### config.mk
export PLATFORM = sky130hd
export DESIGN_NAME = spi_master
export DESIGN_NICKNAME = d
export VERILOG_FILES = /design/src/rtl/spi_master.sv
export SDC_FILE = /design/constraint.sdc
export NUM_CORES = 1
export LEC_CHECK = 0
export BUFFER_PORTS_ARGS = -buffer_cell sky130_fd_sc_hd__buf_2
export CAP_MARGIN = 10
export CORE_MARGIN = 4
export CORE_UTILIZATION = 35
export DETAILED_ROUTE_END_ITERATION = 7
export GPL_TIMING_DRIVEN = 0
export PLACE_DENSITY = 0.51
export SLEW_MARGIN = 0
export SYNTH_ARGS = -nofsm -noshare
export SYNTH_HDL_FRONTEND = slang
export SYNTH_SLANG_ARGS = --single-unit
### constraint.sdc
create_clock -name clk -period 1.6 [get_ports clk]
set_input_delay 0.24 -clock clk [delete_from_list [all_inputs] [get_ports clk]]
set_output_delay 0.24 -clock clk [all_outputs]
set_load 0.05 [all_outputs]
### src/rtl/spi_master.sv
// SPI master: 10-bit command/payload frame out, optional 8-bit read-back in.
// Define SPI_MASTER_FRAME_CNT_EN to add the 16-bit frame_cnt output.
module spi_master #(
  parameter int RD_WAIT  = 1,
  parameter int IDLE_GAP = 1
) (
  input  logic       clk,
  input  logic       rst_n,
  input  logic       start,
  input  logic [1:0] cmd,
  input  logic [7:0] din,
  input  logic       MISO,
  output logic       MOSI,
  output logic       SS_n,
  output logic       busy,
  output logic       done,
  output logic [7:0] rd_data,
`ifdef SPI_MASTER_FRAME_CNT_EN
  output logic       rd_valid,
  output logic [15:0] frame_cnt
`else
  output logic       rd_valid
`endif
);

  typedef enum logic [2:0] {IDLE, SELECT, SHIFT_OUT, WAIT_RD, SHIFT_IN, GAP} state_t;

  state_t      state_q, state_d;
  logic [9:0]  frame_q, frame_d;
  logic        rd_q, rd_d;
  logic [3:0]  cnt_q, cnt_d;
  logic [7:0]  shift_q, shift_d;
  logic [7:0]  rd_data_q, rd_data_d;
  logic        mosi_q, mosi_d;
  logic        ss_n_q, ss_n_d;
  logic        busy_q, busy_d;
  logic        done_q, done_d;
  logic        rd_valid_q, rd_valid_d;

  always_comb begin
    state_d    = state_q;
    frame_d    = frame_q;
    rd_d       = rd_q;
    cnt_d      = cnt_q;
    shift_d    = shift_q;
    rd_data_d  = rd_data_q;
    mosi_d     = mosi_q;
    ss_n_d     = ss_n_q;
    busy_d     = busy_q;
    done_d     = 1'b0;
    rd_valid_d = 1'b0;
    case (state_q)
      IDLE: if (start) begin
        frame_d = {cmd, din};
        rd_d    = (cmd == 2'b11);
        ss_n_d  = 1'b0;
        mosi_d  = cmd[1];
        busy_d  = 1'b1;
        state_d = SELECT;
      end
      SELECT: begin
        mosi_d  = frame_q[9];
        cnt_d   = 4'd10;
        state_d = SHIFT_OUT;
      end
      // cnt 10..1 present frame[9]..frame[0]; cnt 0 is a trailing low-MOSI
      // cycle that closes the command phase (12 SS_n-low cycles in total).
      SHIFT_OUT: begin
        mosi_d  = frame_q[8];
        frame_d = {frame_q[8:0], 1'b0};
        if (cnt_q != 4'd0) begin
          cnt_d = cnt_q - 4'd1;
        end else begin
          mosi_d = 1'b0;
          if (!rd_q) begin
            ss_n_d  = 1'b1;
            done_d  = 1'b1;
            cnt_d   = 4'(IDLE_GAP);
            state_d = GAP;
          end else if (RD_WAIT == 0) begin
            cnt_d   = 4'd8;
            state_d = SHIFT_IN;
          end else begin
            cnt_d   = 4'(RD_WAIT);
            state_d = WAIT_RD;
          end
        end
      end
      WAIT_RD: begin
        if (cnt_q <= 4'd1) begin
          cnt_d   = 4'd8;
          state_d = SHIFT_IN;
        end else begin
          cnt_d = cnt_q - 4'd1;
        end
      end
      SHIFT_IN: begin
        shift_d = {shift_q[6:0], MISO};
        if (cnt_q <= 4'd1) begin
          rd_data_d  = shift_d;
          ss_n_d     = 1'b1;
          done_d     = 1'b1;
          rd_valid_d = 1'b1;
          cnt_d      = 4'(IDLE_GAP);
          state_d    = GAP;
        end else begin
          cnt_d = cnt_q - 4'd1;
        end
      end
      GAP: begin
        if (cnt_q <= 4'd1) begin
          busy_d  = 1'b0;
          cnt_d   = 4'd0;
          state_d = IDLE;
        end else begin
          cnt_d = cnt_q - 4'd1;
        end
      end
      default: state_d = IDLE;
    endcase
  end

  always_ff @(posedge clk) begin
    if (!rst_n) begin
      state_q    <= IDLE;
      frame_q    <= '0;
      rd_q       <= 1'b0;
      cnt_q      <= '0;
      shift_q    <= '0;
      rd_data_q  <= '0;
      mosi_q     <= 1'b0;
      ss_n_q     <= 1'b1;
      busy_q     <= 1'b0;
      done_q     <= 1'b0;
      rd_valid_q <= 1'b0;
    end else begin
      state_q    <= state_d;
      frame_q    <= frame_d;
      rd_q       <= rd_d;
      cnt_q      <= cnt_d;
      shift_q    <= shift_d;
      rd_data_q  <= rd_data_d;
      mosi_q     <= mosi_d;
      ss_n_q     <= ss_n_d;
      busy_q     <= busy_d;
      done_q     <= done_d;
      rd_valid_q <= rd_valid_d;
    end
  end

`ifdef SPI_MASTER_FRAME_CNT_EN
  logic [15:0] frame_cnt_q, frame_cnt_d;
  always_comb frame_cnt_d = done_d ? frame_cnt_q + 16'd1 : frame_cnt_q;
  always_ff @(posedge clk) begin
    if (!rst_n) frame_cnt_q <= '0;
    else        frame_cnt_q <= frame_cnt_d;
  end
  assign frame_cnt = frame_cnt_q;
`endif

  assign MOSI     = mosi_q;
  assign SS_n     = ss_n_q;
  assign busy     = busy_q;
  assign done     = done_q;
  assign rd_data  = rd_data_q;
  assign rd_valid = rd_valid_q;

endmodule
Yosys cells after proc, flatten, opt, wreduce, memory -nomap -nowiden
Cells that the tools add are included.

Register bits after elaboration: 38.

Add/subtract/negate cells: 1. Order comparisons: 1. Equality and inequality tests: 12. Mux-type cells: 29. Reduce and logical (&&, ||, !) cells: 15.

Operator list (count): $pmux 10 s2 (1); $pmux 4 s5 (1); $mux 3 (6); $pmux 3 s6 (1); $mux 4 (4); $ne 2x2->1 const B (6); $mux 1 (11); $mux 10 (1); $reduce_and 2->1 (5); $reduce_and 5->1 (2); $eq 3x2->1 const B (2); $eq 3x3->1 const B (2); $pmux 1 s3 (2); $reduce_bool 3->1 (2); $reduce_bool 5->1 (1); $le 4x1->1 const B (1); $pmux 1 s2 (2); $reduce_bool 2->1 (2); $reduce_bool 4->1 (1); $sub 4x1->4 const B (1); $eq 3x1->1 const B (1); $logic_not 3->1 (1); $reduce_and 3->1 (1); $eq 2x2->1 const B (1).

Depth between registers and ports, before layout
Depth in word-level cells: 3. Depth in mapped cells: 7. Gate-level depth less buffers: 6.

Worst setup path after synthesis
Ideal clock, no wire load.

Path kind: register to register. From: reg cnt_q[0]. To: reg cnt_q[1]. Library setup time: 60 ps. Arrival: 1537 ps. Required time: 1540 ps. Setup slack: 4 ps. Cell stages (with the launch flop): 7. Buffers on the path: 0. Period minus slack after synthesis: 1596 ps. Cell sequence: dfxtp_1 > inv_1 > ha_1 > nor2_1 > nor2_1 > o311ai_0 > o311a_1.

Word-level cells in the longest chain between the ends: 3. Elaborated cells between the ends (all ways): 8.

RTL lines: from (decl) (line 31) `logic [3:0] cnt_q, cnt_d;`; from (signal assigned) (line 140) `cnt_q <= cnt_d;`; $sub 4x1->4, or another cell as far along; $mux 4, on equally long branches; $pmux 4 s5 (*) (line 52) `case (state_q)`.

Every way passes the cells marked *; elsewhere a longest branch is shown, timed or not. A chain may end at the register's enable or synchronous reset.

Final worst setup path
From: reg cnt_q[0]. To: reg rd_data_q[1] (netlist: rd_data[1]).

Word-level cells in the longest chain between the ends: 2.

RTL lines: $le 4x1->1 (line 99) `if (cnt_q <= 4'd1) begin`; $reduce_and 2->1 (no source line); to (signal assigned) (line 142) `rd_data_q <= rd_data_d;`; to (decl) (line 33) `logic [7:0] rd_data_q, rd_data_d;`.

Every way passes these cells.

==> summary.txt <==
Yosys
  • Post-Syn Nets: 238
  • Post-synthesis xor/xnor area fraction: 0.468%
  • Library cells used by synthesis: 41
  • Largest family of logic cells by synthesized area: simple AND/OR/NAND/NOR gates
  • #FFs+latches synth: 38
  • Post-synth EDFFs: 0
  • Mux share of post-synthesis cell area: 4.81%
  • Mean Syn Cell Area: 8.47 um^2
  • Primary FF master, synth: dfxtp_1
  • Post-synthesis cell area: 1870 um^2
  • Cells after synthesis: 221
  • Compound-Gate Fraction of Synth Area: 20.9%
  • FFs w/ async S/R, synth: 0%
  • Post-Synth Simple-Gate Area: 25.5%
  • Synth Warn #: 0
  • Sequential-to-total area share from yosys stat: 40.6%
  • Synth Area in Adders: 2.01%

Global routing
  • GR Util met2: 23.5%
  • Grt ovf: 0
  • Largest net degree at the start of global routing: 14
  • First-pass GRT wire length: 7.62 mm
  • Initial antenna violation count: 0
  • M3 GR Usage: 3.44%
  • Busiest metal layer after global routing: met2
  • Total GRT Usage: 15.1%
  • M1 GR Usage: 20.3%
  • Vias in the first global route: 1527

Placement
  • Port Buffer Count: 25
  • Dpl hpwl: 3.17 mm
  • Pre-CTS setup slack: -0.339 ns
  • Final Wtd Congestion: 0.863

Routing
  • DR WL/cell: 14.4 um
  • Vias per inst: 5.21
  • DR pass1 iterations: 4
  • WL final: 4.76 mm
  • Post-route ant nets: 0
  • DRT iter0 DRCs: 121
  • Vias: 1720
  • Post-route DRC: 0

Power and ir drop
  • Leak: 0.942 nW
  • Combinational cell fraction of total power: 48.1%
  • Pwr/cell area: 1890 nW/um^2
  • Clock Power Share: 22.1%
  • Switch share: 40.1%
  • Seq pwr share: 29.8%
  • Worst-case vdd ir drop: 0.000670 V
  • Total Power: 4.51 mW
  • Int Power: 2.70 mW
  • Psw: 1.81 mW

Critical path
  • Worst r2r src: cnt_q[0]
  • CP Launch Point: cnt_q[0]
  • Crit-path max cell delay: 0.37 ns
  • Worst Reg-to-Reg Cells: 7
  • CP startpoint kind: register
  • Crit Path Class: register to register
  • Worst Path Max Fanout: 6
  • Worst path cell trace: inv_4, ha_2, nor2_4, nor3_4, buf_6, mux2i_1, nor2b_1
  • CP Data Arrival Time: 1.77 ns
  • CP required: 1.80 ns
  • Crit. End Element: register
  • Critical-path top delay cell: dfxtp_4

Run status
  • Status: finished clean

Flow run
  • Number of max-cap violations: 0

Floorplan
  • Initial Util: 36.4%
  • Rows: 26
  • Die width: 81.1 um
  • Area of the die: 6580 um^2
  • Core area: 5140 um^2
  • Die H: 81.1 um
  • I/O pin cnt: 27

Layout
  • Area delta synth->final: 27.6%
  • Commonest cells after routing, fill and taps aside: 32 x dfxtp_1, 28 x buf_2, 25 x nand2_1
  • N_diodes: 0
  • Layout cells sized above 1: 28.8%
  • Fin nets: 276
  • Fill cell count: 537
  • Most common cell after layout, fill and taps aside: dfxtp_1

STA
  • Worst slew margin: 68.1%
  • Min cycle time layout: 1.57 ns
  • Max Fclk: 638 MHz
  • WHS: 0.188 ns
  • Final worst-path cycle share: 98.0%
  • Pins over their slew limit: 0
  • Final setup margin: 0.0323 ns
  • Slew @ Worst Pin: 0.479 ns
  • RSZ-0062 raised after global routing: yes
  • # setup viols final: 0
  • Fin. Hold Viols: 0
  • Skew final: 0.0110 ns

Clock tree
  • Worst-path clk slew: 0.09 ns
  • CTS Hold Bufs: 0
  • Clock sink total: 38
  • H-tree levels: 2
  • CTS max path bufs: 2
  • Clock latency on the worst-skew pair: 0.30 ns
  • Number of CTS-inserted buffers: 5
  • Clock root cell: clkbuf_8
  • CTS tree: built

Worst hold path
  • Hold/Removal Path Class: input pin to register
  • Hold path depth: 3
  • Hold Crit Start: din[0]
==> power groups by stage <==
stage	sequential, mW	combinational (mW)	clock [mW]
6_report	1.34	2.17	0.994
5_1_grt	1.37	2.37	1.05
4_1_cts	1.32	1.84	1.02
3_5_place_dp	1.31	1.76	0
3_3_place_gp	1.31	1.77	0
2_1_floorplan	1.40	1.26	0
==> critical path: cells and delay by family, from the launching register on <==
family                     cells  cell delay (ns)
muxes                          1             0.20
and+or+nand+nor                3             0.38
buffers and inverters          2             0.24
adders and majority gates      1             0.29
DFF                            1             0.37
==> cell usage after synthesis (all sizes together) (4+ instances only) <==
cell type  count  area share, %
nor3b          5            2.0
nand2         25            5.0
inv            4           0.80
nand3          7            1.9
a21boi         9            3.6
o21ai          9            2.4
a21oi         12            3.2
o221ai        10            4.7
nor3           6            2.2
nor2          22            4.4
nor2b         10            3.3
mux2i          9            4.8
clkbuf         8            1.6
dfxtp         38             41
buf            9            3.3
==> area by class of cell <==
class                           count  area (um^2)  share of cell area (%)
Clock buffer                        5         68.8                    2.88
Inverter                            4         20.0                   0.838
Timing Repair Buffer               34          194                    8.12
Multi-Input combinational cell    162         1090                    45.7
Buffer                             14         82.6                    3.46
Sequential cell                    38          776                    32.5
Clock inverter                      3         68.8                    2.88
Tap cell                           70         87.6                    3.67
==> kinds of logic (layout without fill, tap and decap cells) <==
kind of cell | Yosys count | in the layout
AO/OA/AOI/OAI | 57 | 57
buffers and inverters | 21 | 60
adder cells (fa/ha/maj) | 3 | 3
flip-flops | 38 | 38
AND/OR/NAND/NOR | 92 | 92
multiplexers | 9 | 9
XOR/XNOR | 1 | 1
==> final timing paths <==
| kind | endpoint | slack (ns) |
|---|---|---|
| setup / recovery | rd_data[1] | 0.03 |
| setup reg to reg | rd_data[1] | 0.03 |
| hold / removal | frame_q[0] | 0.19 |
| hold reg to reg | shift_q[6] | 0.47 |
==> sequential cells by signal, summed over array words and instances (netlist names) <==
| name | cells |
|---|---|
| rd_data | 8 |
| busy | 1 |
| rd_q | 1 |
| frame_q | 10 |
| MOSI | 1 |
| cnt_q | 4 |
| SS_n | 1 |
| state_q | 3 |
| shift_q | 7 |
| rd_valid | 1 |
| done | 1 |
==> layer usage <==
layer,part of all wire [%],wire (um)
met1,48,2270
met2,44,2110
met3,6.2,296
met4,1.8,85
met5,0,0
==> per-stage QoR <==
| step | instance area, um^2 | TNS, ns | utilization, % | cells |
|---|---|---|---|---|
| 2_1_floorplan | 1870 | 0 | - | 221 |
| 5_1_grt | 2390 | -0.302 | 46.5 | 330 |
| 3_3_place_gp | 2080 | -3.32 | 40.6 | 316 |
| 4_1_cts | 2270 | -0.0640 | 44.2 | 325 |
| 6_report | 2390 | 0 | 46.5 | 330 |
| 3_5_place_dp | 2080 | -3.09 | 40.6 | 316 |
==> repair_timing <==
item / in CTS / in global routing
cloned: 1 / 0
pin swaps: 3 / 5
setup buffers: 1 / 7
endpoints found under the setup margin: 27 / 33
gates resized for setup: 20 / 23
No activity file was read; power rests on OpenSTA's default activity.
